<file path="config.mk">
export PLATFORM = sky130hd
export DESIGN_NAME = blake512_padder
export DESIGN_NICKNAME = d
export VERILOG_FILES = /design/src/rtl/blake512_pkg.sv /design/src/rtl/blake512_padder.sv
export SDC_FILE = /design/constraint.sdc
export NUM_CORES = 1
export LEC_CHECK = 0
export ABC_AREA = 1
export BUFFER_PORTS_ARGS = -buffer_cell sky130_fd_sc_hd__buf_2
export CAP_MARGIN = 30
export CORE_AREA = 2 2 423 425
export CTS_BUF_LIST = sky130_fd_sc_hd__clkbuf_4
export DETAILED_ROUTE_END_ITERATION = 8
export DIE_AREA = 0 0 425 427
export GPL_TIMING_DRIVEN = 0
export PLACE_DENSITY = 0.39
export SLEW_MARGIN = 25
export SYNTH_ARGS = -nofsm -noshare
export SYNTH_HDL_FRONTEND = slang
export SYNTH_SLANG_ARGS = --single-unit
</file>
<file path="constraint.sdc">
create_clock -name clk -period 9.7 [get_ports clk]
set_clock_uncertainty 0.05 [all_clocks]
set_input_delay 1.94 -clock clk [delete_from_list [all_inputs] [get_ports clk]]
set_output_delay 1.94 -clock clk [all_outputs]
set_load 0.01 [all_outputs]
</file>
<file path="src/rtl/blake512_pkg.sv">
// Shared BLAKE-512 constants, padding words and padder state encoding.
`timescale 1ns/1ps
package blake512_pkg;

   typedef enum logic [1:0] {
      ST_COLLECT = 2'd0,
      ST_HOLD    = 2'd1,
      ST_DRAIN   = 2'd2
   } state_e;

   localparam int NWORDS = 16;

   localparam logic [7:0][63:0] IV512 = {
      64'h5BE0CD19137E2179, 64'h1F83D9ABFB41BD6B,
      64'h9B05688C2B3E6C1F, 64'h510E527FADE682D1,
      64'hA54FF53A5F1D36F1, 64'h3C6EF372FE94F82B,
      64'hBB67AE8584CAA73B, 64'h6A09E667F3BCC908
   };

   localparam logic [15:0][63:0] CB512 = {
      64'h636920D871574E69, 64'h0801F2E2858EFC16,
      64'h24A19947B3916CF7, 64'hBA7C9045F12C7F99,
      64'hB8E1AFED6A267E96, 64'h2FFD72DBD01ADFB7,
      64'hD1310BA698DFB5AC, 64'h9216D5D98979FB1B,
      64'h3F84D5B5B5470917, 64'hC0AC29B7C97C50DD,
      64'hBE5466CF34E90C6C, 64'h452821E638D01377,
      64'h082EFA98EC4E6C89, 64'hA4093822299F31D0,
      64'h13198A2E03707344, 64'h243F6A8885A308D3
   };

   // Word 13 carries the trailing '1' bit that BLAKE-512 puts before the length.
   localparam logic [63:0] PAD_W10 = 64'h8000000000000000;
   localparam logic [63:0] PAD_W11 = 64'h0000000000000000;
   localparam logic [63:0] PAD_W12 = 64'h0000000000000000;
   localparam logic [63:0] PAD_W13 = 64'h0000000000000001;
   localparam logic [63:0] PAD_W14 = 64'h0000000000000000;

   function automatic logic [63:0] len_word(input int unsigned bits);
      return 64'(bits);
   endfunction

endpackage

</file>
<file path="src/rtl/blake512_padder.sv">
// Collects a fixed-length message into one padded BLAKE-512 block,
// flagging framing errors and draining malformed frames.
`timescale 1ns/1ps
module blake512_padder
   import blake512_pkg::*;
#(
   parameter int MSG_WORDS = 10,
   parameter int LEN_BITS  = 640
) (
   input  logic          clk,
   input  logic          rst,
   input  logic [63:0]   in_data,
   input  logic          in_valid,
   input  logic          in_last,
   output logic          in_ready,
   output logic [1023:0] padded_block,
   output logic          block_valid,
   input  logic          block_ready,
   output logic          len_err
);

   localparam logic [3:0] LAST_IDX = 4'(MSG_WORDS - 1);

   state_e      state_q;
   logic [3:0]  cnt_q;
   logic [63:0] store_q [NWORDS];
   logic        in_ready_q;
   logic        block_valid_q;
   logic        len_err_q;
   logic        accept;

   assign accept = in_valid && in_ready_q;

   always_ff @(posedge clk) begin
      if (rst) begin
         state_q       <= ST_COLLECT;
         cnt_q         <= '0;
         in_ready_q    <= 1'b1;
         block_valid_q <= 1'b0;
         len_err_q     <= 1'b0;
         for (int i = 0; i < NWORDS; i++) begin
            store_q[i] <= '0;
         end
      end else begin
         len_err_q <= 1'b0;
         unique case (state_q)
            ST_COLLECT: begin
               if (accept) begin
                  if (cnt_q == LAST_IDX) begin
                     cnt_q <= '0;
                     if (in_last) begin
                        store_q[cnt_q] <= in_data;
                        store_q[10]    <= PAD_W10;
                        store_q[11]    <= PAD_W11;
                        store_q[12]    <= PAD_W12;
                        store_q[13]    <= PAD_W13;
                        store_q[14]    <= PAD_W14;
                        store_q[15]    <= len_word(LEN_BITS);
                        state_q        <= ST_HOLD;
                        in_ready_q     <= 1'b0;
                        block_valid_q  <= 1'b1;
                     end else begin
                        // Frame ran long: skip words up to its last marker.
                        len_err_q <= 1'b1;
                        state_q   <= ST_DRAIN;
                     end
                  end else if (in_last) begin
                     len_err_q <= 1'b1;
                     cnt_q     <= '0;
                  end else begin
                     store_q[cnt_q] <= in_data;
                     cnt_q          <= cnt_q + 4'd1;
                  end
               end
            end
            ST_HOLD: begin
               if (block_ready) begin
                  state_q       <= ST_COLLECT;
                  in_ready_q    <= 1'b1;
                  block_valid_q <= 1'b0;
               end
            end
            ST_DRAIN: begin
               if (accept && in_last) begin
                  state_q <= ST_COLLECT;
               end
            end
            default: begin
               state_q       <= ST_COLLECT;
               cnt_q         <= '0;
               in_ready_q    <= 1'b1;
               block_valid_q <= 1'b0;
            end
         endcase
      end
   end

   always_comb begin
      padded_block = '0;
      for (int i = 0; i < NWORDS; i++) begin
         padded_block[1023 - 64*i -: 64] = store_q[i];
      end
   end

   assign in_ready    = in_ready_q;
   assign block_valid = block_valid_q;
   assign len_err     = len_err_q;

endmodule

</file>
# Word level (Yosys, flattened, before mapping)
# Memory sizes are Yosys's and may differ from the RTL's.
# Index checks and enable logic that the tools add are counted.
# word_totals
regBits,9
ramBits,1024
input_bits,69
elab_cells,80
n_memories,1
# mem_list
name,words,word_bits,read_ports,rd_ports_with_merged_regs,wr,line,rtl
store_q,16,64,16,0,16,blake512_padder.sv:26,logic [63:0] store_q [NWORDS];
# op_classes
add_sub_neg,1
n_eq_ne,8
muxes,45
n_bitwise,11
reduce_logical,9
# ops
cell,count
64-bit two-way mux,8
64-bit OR reduction,1
1-bit two-way mux,24
4-bit two-way mux,4
2-bit two-way mux,5
"2-bit inequality test, second input constant",5
4-bit one-hot mux with 2 select lines,1
1-bit bitwise OR,7
1-bit one-hot mux with 3 select lines,2
2-bit one-hot mux with 3 select lines,1
5-bit AND reduction,1
"4-bit by 1-bit adder with 4-bit output, second input constant",1
"4-bit == test, second input constant",1
1-bit NOT,4
4-bit AND reduction,1
3-bit OR reduction,1
"2-bit by 1-bit == test with 1-bit output, second input constant",1
"2-bit == test, second input constant",1
1-bit logical AND,2
2-bit logical NOT,1
2-bit AND reduction,1
2-bit OR reduction,1

# Longest topological paths before layout
# Gate-level depths: netlist of run 1.
# logic_depth
ltp_word,9
mapped_depth,13
depth_no_buf,12

# Worst setup path after synthesis of run 1
# OpenSTA, ideal clock, no wires.
# synth_path
path_kind,input port to flip-flop
start,input port in_last
end,"memory store_q[10][0], enable pin"
setup_ps,424
arrival_time_ps,4273
t_required_ps,9226
setup_slack_ps,4953
path_stages,10
cell_sequence,inv_1 -> ha_1 -> inv_1 -> nand2_1 -> nand3_4 -> nor2_4 -> nand2_1 -> buf_2 -> buf_6 -> nand2_1
# synth_rtl
element,line,rtl
"start, declared",blake512_padder.sv:14,"input logic in_last,"
"end, declared",blake512_padder.sv:26,

==> flow_metrics.py, run 1 <==
metrics = {
    "floorplanning": {
        "start_util_pct": 20.8,
        "dieArea_um2": 181000,
        "coreArea_um2": 177000,
        "num_io_pins": 1096,
        "die_x_um": 425,
        "num_rows": 155,
        "die_h_um": 427,
    },
    "finish": {
        "utilization_pct": 28.1,
        "areaGrowthSynthToFinish_pct": 35.3,
        "nets": 3959,
        "fin_cells": 6414,
        "drive_gt1_share_pct": 42.1,
        "fin_area_um2": 49800,
        "num-fill-cells": 18600,
    },
    "setup_path": {
        "critPathMaxFanout": 33,
        "path_cells": "inv_1, ha_1, nand3_1, inv_1, ha_1, inv_1, nand2_1, nand3_4, nor2_4, nand2_1, buf_2, buf_2, nand2_4, buf_12, buf_16",
        "cp_data_arrival_time_ps": 4990,
        "r2r_start": "cnt_q[1]",
        "cp_data_required_time_ps": 10580,
        "critPathKind": "flip-flop to flip-flop",
        "reg2reg_depth": 15,
        "reg2reg_to": "store_q[14][22]",
        "reg2reg_slack_ps": 5590,
        "crit_slowest_cell": "buf_2",
        "cp_common_cell": "inv_1",
        "cp-end-kind": "flip-flop",
        "startpoint_type": "flip-flop",
        "critical_path.max_stage_delay_ps": 550,
    },
    "synthesis": {
        "synth.distinct_cells": 18,
        "synth_cells": 2429,
        "synthesis.area_um2": 36800,
        "synth_seq_cells": 1033,
        "yosysSeqAreaShare_pct": 84.0,
        "syn_area_per_cell_um2": 15.2,
        "synthesis.nets": 2507,
        "ys_warn_count": 0,
    },
    "route": {
        "drtAntennaViolNets": 0,
        "drt_iter0_drc": 2128,
        "totalWireLength_um": 179000,
        "routed_via_density": 4.08,
        "wire_per_inst_um": 27.8,
        "drc": 0,
        "vias": 26186,
        "dr.pass1.iters": 7,
    },
    "timing": {
        "tightestPinTransition_ps": 1060,
        "setup_viol": 0,
        "whs_ps": 424,
        "hold_viol_final": 0,
        "max_freq_mhz": 243,
        "rsz0062_at_grt": "no",
        "finalCritPeriodShare_pct": 42.4,
        "setup-tns-final_ps": 0,
        "drv_slew": 0,
        "slew_headroom_pct": 29.3,
        "period_minus_slack_ps": 4110,
    },
    "flow_run": {
        "cap_violations": 0,
    },
    "hold_path": {
        "hold-path-endpoint": "block_valid",
        "hp-class": "flip-flop to flip-flop",
        "min-delay-start": "block_valid",
        "holdPathStages": 2,
    },
    "placed_design": {
        "dpl.cell_count": 5912,
        "gp_congestion": 0.794,
        "dpl.hpwl_um": 129000,
        "dpl_cell_area_um2": 46100,
        "port_buffers": 1095,
    },
    "global_routing": {
        "grt_overflow": 0,
        "antenna_found_initial": 13,
        "grt_max_degree": 34,
        "grt_pass1_vias": 25771,
        "grt_first_pass_wirelength_um": 230000,
        "grt_usage_pct": 19.0,
    },
    "clock_network": {
        "cts-resized-gates": 0,
        "clock_sinks": 1033,
        "cts_made_buffers": 321,
        "cts_tree": "done",
        "cts_setup_buffers": 0,
        "clockBufferDepth": 4,
        "cts_max_level": 5,
        "cts_root_buf": "clkbuf_4",
        "cts.clk_slew.worst_paths_ps": 60,
        "hold_buffers": 0,
        "clock_latency_ps": 1300,
    },
    "power": {
        "p_leak_nw": 21.6,
        "irDropWorstVdd_mv": 0.114,
        "power_density_nw_per_um2": 199,
    },
    "status": {
        "status": "finished, final reports clean",
    },
}
## layout make-up
type / instances / area (µm²) / share of cell area (%)
inverters: 90 / 338 / 0.679
plain buffers: 177 / 1140 / 2.29
repair buffers: 1129 / 6270 / 12.6
diodes: 10 / 25.0 / 0.0503
clock buffers: 440 / 3300 / 6.64
clock inverters: 51 / 302 / 0.606
well taps: 2355 / 2950 / 5.92
flip-flops and latches: 1033 / 30900 / 62.1
multi-input cells: 1129 / 4520 / 9.09
## flip-flops by register name, indices dropped and copies added, names as in the netlist
name         cells
block_valid      1
cnt_q            4
in_ready         1
len_err          1
state_q          2
store_q       1024
## worst max-delay path: cells and delay by family, from the launching register on
kind,cells,cell delay [ps]
buffers and inverters,7,1790
and+or+nand+nor,6,880
adders and majority gates,2,430
DFF,1,410
## Yosys cell counts
library cell	n	area, µm²
inv_2	2	7.51
ha_1	9	113
nand3_1	10	50.1
nand3_4	1	17.5
dfxtp_1	9	180
inv_1	88	330
a21oi_1	5	25.0
edfxtp_1	1024	30700
buf_6	57	642
buf_2	36	180
clkbuf_1	84	315
nand2_1	53	199
nor3_1	1	5.00
nor2_1	1035	3880
nand4_1	3	18.8
o21bai_1	1	7.51
o21ai_0	7	35.0
nor2_4	4	45.0
## routing by layer
layer | up-vias | part of all wire, % | global-route usage, %
met5 | - | 0.0073 | 0
met4 | 2 | 3.0 | 7.04
met3 | 254 | 8.0 | 6.00
met2 | 1311 | 51 | 33.0
met1 | 13307 | 38 | 21.7
li1 | 11312 | - | -
## stage by stage
step | setup WS, ps | power (mW)
after floorplan | 4950 | 5.43
after global placement | 1430 | 5.87
after detailed placement | 4430 | 5.88
after CTS | 5440 | 10.1
after global routing | 5420 | 10.3
final | 5590 | 9.90
## placed cells by master (no fill, tap or decap)
| cell type | instances |
|---|---|
| clkinv_2 | 4 |
| o21bai_1 | 1 |
| clkinv_1 | 36 |
| nand4_1 | 3 |
| dfxtp_1 | 9 |
| diode_2 | 10 |
| buf_8 | 2 |
| edfxtp_1 | 1024 |
| a21oi_2 | 1 |
| a21oi_1 | 4 |
| inv_2 | 9 |
| nor2_4 | 4 |
| clkbuf_1 | 80 |
| nand2_1 | 37 |
| buf_12 | 14 |
| ha_1 | 9 |
| inv_1 | 88 |
| nand3_4 | 1 |
| nor3_1 | 1 |
| nand2_4 | 16 |
| bufinv_16 | 4 |
| nand3_1 | 10 |
| clkbuf_4 | 440 |
| nor2_1 | 1035 |
| buf_2 | 1131 |
| buf_16 | 17 |
| o21ai_0 | 7 |
| buf_6 | 58 |
| clkbuf_2 | 4 |
## cells by family (layout without fill, tap and decap cells)
group	after synthesis	after routing	share of synthesized area (%)
other cells	0	10	0
simple gates	1107	1107	11.5
fa+ha+maj	9	9	0.306
flops	1033	1033	84.0
compound gates	13	13	0.184
buf+inv	267	1887	4.01
## power breakdown
part	internal, mW	switching (mW)	leakage [nW]	total (mW)
Clock	2.16	1.97	2.18	4.13
Sequential	5.05	0.0417	10.6	5.09
Combinational	0.166	0.508	8.82	0.674
Total	7.38	2.52	21.6	9.90
## how the worst max path moves through the flow
stage | start | end
finish | cnt_q[1] | store_q[14][22]
global route | cnt_q[1] | store_q[15][21]
CTS | store_q[3][61] | padded_block[829]
detailed placement | in_last | store_q[15][21]
global placement | in_last | store_q[13][43]
floorplan | in_last | store_q[10][0]
No activity file was read; power rests on OpenSTA's default activity.
==> run 2, diff against run 1 <==
--- a/config.mk
+++ b/config.mk
@@ -5,15 +5,15 @@
 export SDC_FILE = /design/constraint.sdc
 export NUM_CORES = 1
 export LEC_CHECK = 0
-export ABC_AREA = 1
+export ABC_AREA = 0
 export BUFFER_PORTS_ARGS = -buffer_cell sky130_fd_sc_hd__buf_2
 export CAP_MARGIN = 30
-export CORE_AREA = 2 2 423 425
+export CORE_AREA = 2 2 422 424
 export CTS_BUF_LIST = sky130_fd_sc_hd__clkbuf_4
 export DETAILED_ROUTE_END_ITERATION = 8
-export DIE_AREA = 0 0 425 427
+export DIE_AREA = 0 0 424 426
 export GPL_TIMING_DRIVEN = 0
-export PLACE_DENSITY = 0.39
+export PLACE_DENSITY = 0.4
 export SLEW_MARGIN = 25
 export SYNTH_ARGS = -nofsm -noshare
 export SYNTH_HDL_FRONTEND = slang
==> constraint.sdc (replaced) <==
create_clock -name clk -period 3.8 [get_ports clk]
set_clock_uncertainty 0.05 [all_clocks]
set_input_delay 0.76 -clock clk [delete_from_list [all_inputs] [get_ports clk]]
set_output_delay 0.76 -clock clk [all_outputs]
set_load 0.01 [all_outputs]
==> flow_metrics.py, run 2 <==
metrics = {
    "finish": {
        "top_register": "store_q",
        "drive_gt1_share_pct": 45.9,
        "areaGrowthSynthToFinish_pct": 40.5,
        "nets": 4216,
        "final_cell_mix": "buf_2, edfxtp_1, nor2_1",
        "final_common_cell": "buf_2",
        "reg_top3": "store_q: 1024 flops, cnt_q: 4 flops, state_q: 2 flops",
        "largest_reg_flops": 1024,
    },
    "timing": {
        "setup_viol": 0,
        "drv_slew": 0,
        "finalCritPeriodShare_pct": 94.5,
        "layout_setup_ws_ps": 207,
        "max_freq_mhz": 278,
        "slew_headroom_pct": 27.5,
        "tightestPinTransition_ps": 1090,
        "rsz0062_at_grt": "no",
        "whs_ps": 285,
        "hold_viol_final": 0,
        "period_minus_slack_ps": 3590,
    },
    "clock_network": {
        "clock_sinks": 1033,
        "clockBufferDepth": 4,
        "cts_root_buf": "clkbuf_4",
        "clock_latency_ps": 1290,
        "cts_tree": "done",
        "cts_made_buffers": 313,
        "cts.clk_slew.worst_paths_ps": 60,
        "cts_max_level": 5,
    },
    "floorplanning": {
        "coreArea_um2": 176000,
        "num_rows": 154,
        "dieArea_um2": 181000,
        "die_h_um": 426,
        "num_io_pins": 1096,
        "start_util_pct": 22.0,
        "die_x_um": 424,
    },
    "placed_design": {
        "pre_cts_ws_ps": -978,
        "dpl.hpwl_um": 148000,
        "gp_congestion": 0.838,
        "port_buffers": 1094,
    },
    "setup_path": {
        "critPathKind": "flip-flop to flip-flop",
        "path_buf_inv": 5,
        "critical_path.max_stage_delay_ps": 710,
        "startpoint_type": "flip-flop",
        "path_cells": "inv_1, ha_2, nand3b_1, inv_1, ha_1, nor2_1, nor2_2, nand3_1, clkbuf_2, buf_12, clkdlybuf4s15_1, nor2_1",
        "critPathTopFamily": "buffers and inverters",
        "cp-end-kind": "flip-flop",
        "critPathMaxFanout": 10,
        "crit_slowest_cell": "clkdlybuf4s15_1",
        "cp_data_required_time_ps": 4800,
        "cp_data_arrival_time_ps": 4600,
    },
    "power": {
        "power_density_nw_per_um2": 478,
        "irDropWorstVdd_mv": 0.314,
        "p_leak_nw": 21.3,
    },
    "route": {
        "drt_iter0_drc": 2268,
        "wire_per_inst_um": 28.3,
        "drtAntennaViolNets": 0,
        "totalWireLength_um": 190000,
        "drc": 0,
        "vias": 28301,
        "dr.pass1.iters": 5,
        "routed_via_density": 4.22,
    },
    "synthesis": {
        "synthSimpleGateAreaFrac_pct": 16.8,
        "synth_area_leader_cell": "edfxtp_1",
        "ys.flop_type": "edfxtp_1",
        "yosysMostFrequentCell": "edfxtp_1",
        "synth_area_leaders": "edfxtp_1, nor2_1, nor2_4",
        "yosys.area_share.adder_pct": 0.291,
        "ys_warn_count": 0,
        "synth.area.mux_share_pct": 0.0582,
        "synth_xor_xnor_area_share_pct": 0,
        "synthesis.nets": 2629,
        "synth_seq_cells": 1033,
        "yosys.area.top_type_share_pct": 79.4,
        "yosysSeqAreaShare_pct": 79.9,
        "synth_edf_count": 1024,
        "ys_async_sr_fraction_pct": 0,
        "synth.distinct_cells": 37,
        "synth_top_family_by_area": "simple AND/OR/NAND/NOR gates",
        "syn_area_per_cell_um2": 15.2,
        "synth_compound_area_share_pct": 0.446,
        "synthesis.area_um2": 38700,
        "synth_cells": 2551,
        "synth_common_cells": "edfxtp_1, nor2_1, nand2_1",
    },
    "global_routing": {
        "antenna_found_initial": 15,
        "grt_first_pass_wirelength_um": 248000,
        "grt_pass1_vias": 28068,
        "grt_usage_pct": 20.4,
        "grt_max_degree": 29,
        "grt_overflow": 0,
    },
    "hold_path": {
        "hp-class": "input pin to flip-flop",
    },
    "flow_run": {
        "cap_violations": 0,
    },
    "status": {
        "status": "finished, final reports clean",
    },
}
## run 2: cell types whose count changed in the layout (fill, tap and decap cells not counted), sizes merged, moves of 60 or more
cell,before,now
and2,0,65
buf,1222,1282
dlygate4sd3,0,69
inv,97,16
nand2,53,268
nor2,1039,963
## run 2: worst paths after layout
kind,cells past startpoint,to,startpoint,slack [ps]
worst max-delay path,12,store_q[14][8],cnt_q[1],210
worst min-delay path,3,store_q[15][28],in_data[28],290
worst max register to register,12,store_q[14][8],cnt_q[1],210
worst min register to register,2,block_valid,block_valid,450
## run 2: kinds of logic (layout without fill, tap and decap cells)
logic type,Yosys count,after routing
buffers and inverters,156,1950
AO/OA/AOI/OAI,31,31
multiplexers,2,2
AND/OR/NAND/NOR,1320,1320
adder cells (fa/ha/maj),9,9
flip-flops,1033,1033
other,0,14
## run 2: final cells by class
type	count	area, µm²
Buffer	144	975
Inverter	11	41.3
Sequential cell	1033	30900
Timing Repair Buffer	1273	8690
Fill cell	18162	121000
Multi-Input combinational cell	1362	6990
Tap cell	2340	2930
Clock buffer	462	3470
Antenna cell	14	35.0
Clock inverter	60	343
## run 2: timing repair
item,4_1_cts,5_1_grt
hold endpoints to repair,1062,0
resized for setup,8,5
hold buffers,69,0
pin swaps,10,0
setup endpoints to repair,1000,67
buffers inserted,23,0
## run 2: through the flow
| stage | TNS [ps] | instances | util (%) | cell area, µm² | total power, mW |
|---|---|---|---|---|---|
| 2_1_floorplan | -106030 | 2551 | - | 38800 | 13.9 |
| 3_3_place_gp | -3549630 | 5985 | 26.9 | 47300 | 15.1 |
| 3_5_place_dp | -346450 | 6072 | 28.2 | 49600 | 15.3 |
| 4_1_cts | 0 | 6686 | 30.9 | 54400 | 26.4 |
| 5_1_grt | 0 | 6694 | 31.0 | 54400 | 27.1 |
| 6_report | 0 | 6699 | 31.0 | 54400 | 26.0 |
## run 2: worst reg2reg max path, cell delays in order, from the launching register on
cell	delay, ps
dfxtp_1	390
inv_1	80
ha_2	250
nand3b_1	150
inv_1	110
ha_1	250
nor2_1	250
nor2_2	110
nand3_1	180
clkbuf_2	400
buf_12	230
clkdlybuf4s15_1	730
nor2_1	190
## run 2: routing by layer
metal  global-route usage (%)  up-vias  part of all wire, %
met5                        0        -                0.013
met1                     23.1    14326                   37
li1                         -    12212                    -
met3                     6.46      324                  7.9
met2                     36.0     1435                   52
met4                     7.34        4                  3.5
## run 2: power breakdown
group | total (mW) | internal, mW | switching [mW]
combinational | 2.12 | 0.678 | 1.44
sequential | 13.0 | 12.9 | 0.109
clock | 10.9 | 5.78 | 5.14
==> run 3, diff against run 2 <==
==> constraint.sdc (replaced) <==
create_clock -name clk -period 3.36 [get_ports clk]
set_clock_uncertainty 0.05 [all_clocks]
set_input_delay 0.672 -clock clk [delete_from_list [all_inputs] [get_ports clk]]
set_output_delay 0.672 -clock clk [all_outputs]
set_load 0.01 [all_outputs]
==> flow_metrics.py, run 3 (synthesis results as in run 2) <==
metrics = {
    "route": {
        "drc": 0,
        "drtAntennaViolNets": 0,
        "routed_via_density": 4.22,
        "vias": 28164,
        "wire_per_inst_um": 28.2,
        "drt_iter0_drc": 2172,
        "dr.pass1.iters": 5,
        "totalWireLength_um": 189000,
    },
    "clock_network": {
        "clock_latency_ps": 1350,
        "cts.clk_slew.worst_paths_ps": 60,
        "clock_sinks": 1033,
        "clockBufferDepth": 4,
        "cts_made_buffers": 314,
        "cts_max_level": 5,
        "cts_tree": "done",
        "cts_root_buf": "clkbuf_4",
    },
    "setup_path": {
        "cp_data_arrival_time_ps": 4120,
        "startpoint_type": "flip-flop",
        "critPathKind": "flip-flop to flip-flop",
        "path_cells": "inv_1, ha_4, nand3b_1, inv_2, ha_2, nor2_1, nor2_2, nand3_1, clkbuf_8, buf_16, o21ai_4, buf_12, buf_16, buf_16",
        "crit_slowest_cell": "dfxtp_1",
        "critical_path.max_stage_delay_ps": 350,
        "cp-end-kind": "flip-flop",
        "path_buf_inv": 7,
        "critPathMaxFanout": 16,
        "cp_common_cell": "buf_16",
        "cp_data_required_time_ps": 4260,
        "critPathTopFamily": "buffers and inverters",
    },
    "finish": {
        "largest_reg_flops": 1024,
        "top_register": "store_q",
        "reg_top3": "store_q: 1024 flops, cnt_q: 4 flops, state_q: 2 flops",
        "final_common_cell": "buf_2",
        "drive_gt1_share_pct": 45.8,
        "nets": 4217,
        "fin_cells": 6676,
        "areaGrowthSynthToFinish_pct": 40.0,
        "utilization_pct": 30.9,
        "final_cell_mix": "buf_2, edfxtp_1, nor2_1",
    },
    "global_routing": {
        "grt_max_degree": 32,
        "grt_pass1_vias": 28130,
        "antenna_found_initial": 13,
        "grt_usage_pct": 20.3,
        "grt_overflow": 0,
        "grt_first_pass_wirelength_um": 247000,
    },
    "floorplanning": {
        "die_x_um": 424,
        "num_rows": 154,
        "die_h_um": 426,
        "coreArea_um2": 176000,
        "start_util_pct": 22.0,
        "num_io_pins": 1096,
        "dieArea_um2": 181000,
    },
    "timing": {
        "whs_ps": 198,
        "period_minus_slack_ps": 3230,
        "hold_viol_final": 0,
        "finalCritPeriodShare_pct": 96.0,
        "max_freq_mhz": 310,
        "tightestPinTransition_ps": 988,
        "setup_viol": 0,
        "slew_headroom_pct": 34.1,
        "layout_setup_ws_ps": 135,
        "drv_slew": 0,
        "rsz0062_at_grt": "yes",
    },
    "power": {
        "p_comb_share_pct": 8.2,
        "seq_power_share_pct": 50.8,
        "switchingPower_mw": 7.45,
        "power_density_nw_per_um2": 534,
        "clkPwrFrac_pct": 41.0,
        "finalPower_mw": 29.0,
        "intPower_mw": 21.5,
        "sw_frac_of_total_pct": 25.7,
        "p_leak_nw": 21.1,
        "irDropWorstVdd_mv": 0.344,
    },
    "placed_design": {
        "gp_congestion": 0.869,
        "dpl.cell_count": 6072,
        "port_buffers": 1094,
        "dpl.hpwl_um": 147000,
        "pre_cts_ws_ps": -1180,
    },
    "hold_path": {
        "hp-class": "input pin to flip-flop",
    },
    "flow_run": {
        "cap_violations": 0,
    },
    "status": {
        "status": "finished, final reports clean",
    },
}
-- run 3: changes by cell type in the layout (fill, tap and decap cells not counted), moves of 3 or more --
cell / before / now
clkbuf_4: 462 / 449
clkinv_1: 44 / 40
diode_2: 14 / 18
inv_2: 5 / 2
-- run 3: per-stage QoR --
stage	instance area, µm²	TNS, ps
detailed placement	49600	-793050
floorplan	38900	-204500
CTS	54200	0
global placement	47300	-4221920
global route	54200	-12.6
finish	54200	0
-- run 3: cell type report --
class                   instances  area, µm²
repair buffers               1274       8660
diodes                         18       45.0
clock inverters                49        250
inverters                      11       41.3
fillers                     18190     122000
clock buffers                 446       3350
well taps                    2340       2930
multi-input cells            1362       7010
flip-flops and latches       1033      30900
plain buffers                 143       1000
-- run 3: worst register-to-register path, stage by stage, from the launching register on --
cell	delay [ps]
dfxtp_1	350
inv_1	120
ha_4	150
nand3b_1	140
inv_2	140
ha_2	230
nor2_1	100
nor2_2	180
nand3_1	260
clkbuf_8	290
buf_16	190
o21ai_4	200
buf_12	140
buf_16	160
buf_16	210
-- run 3: power by group through the flow --
| stage | combinational, mW | clock, mW | sequential (mW) |
|---|---|---|---|
| 2_1_floorplan | 0.501 | 0 | 15.3 |
| 3_3_place_gp | 2.03 | 0 | 15.0 |
| 3_5_place_dp | 2.34 | 0 | 15.0 |
| 4_1_cts | 2.44 | 12.2 | 14.7 |
| 5_1_grt | 2.49 | 12.9 | 14.7 |
| 6_report | 2.39 | 11.9 | 14.7 |
-- run 3: path summary, 6_finish.rpt --
check	start	to	slack (ps)	cells after the start
setup / recovery	cnt_q[1]	store_q[12][52]	130	14
hold / removal	in_data[28]	store_q[15][28]	200	3
setup reg to reg	cnt_q[1]	store_q[12][52]	130	14
hold reg to reg	block_valid	block_valid	450	2
-- run 3: metal layers --
| metal | share of wire (%) | track usage (%) | vias up | wire length, µm |
|---|---|---|---|---|
| met5 | 0 | 0 | - | 0 |
| met4 | 3.6 | 7.81 | 0 | 6770 |
| met3 | 8.1 | 6.37 | 317 | 15300 |
| met2 | 50 | 34.9 | 1435 | 94700 |
| met1 | 38 | 23.4 | 14255 | 71700 |
| li1 | - | - | 12157 | - |
-- run 3: what timing repair did --
action	in CTS	in global routing
hold endpoints to repair	1125	0
gates resized for setup	19	3
hold buffers	69	0
buffers inserted	23	0
pin swaps	10	0
endpoints found under the setup margin	1428	334
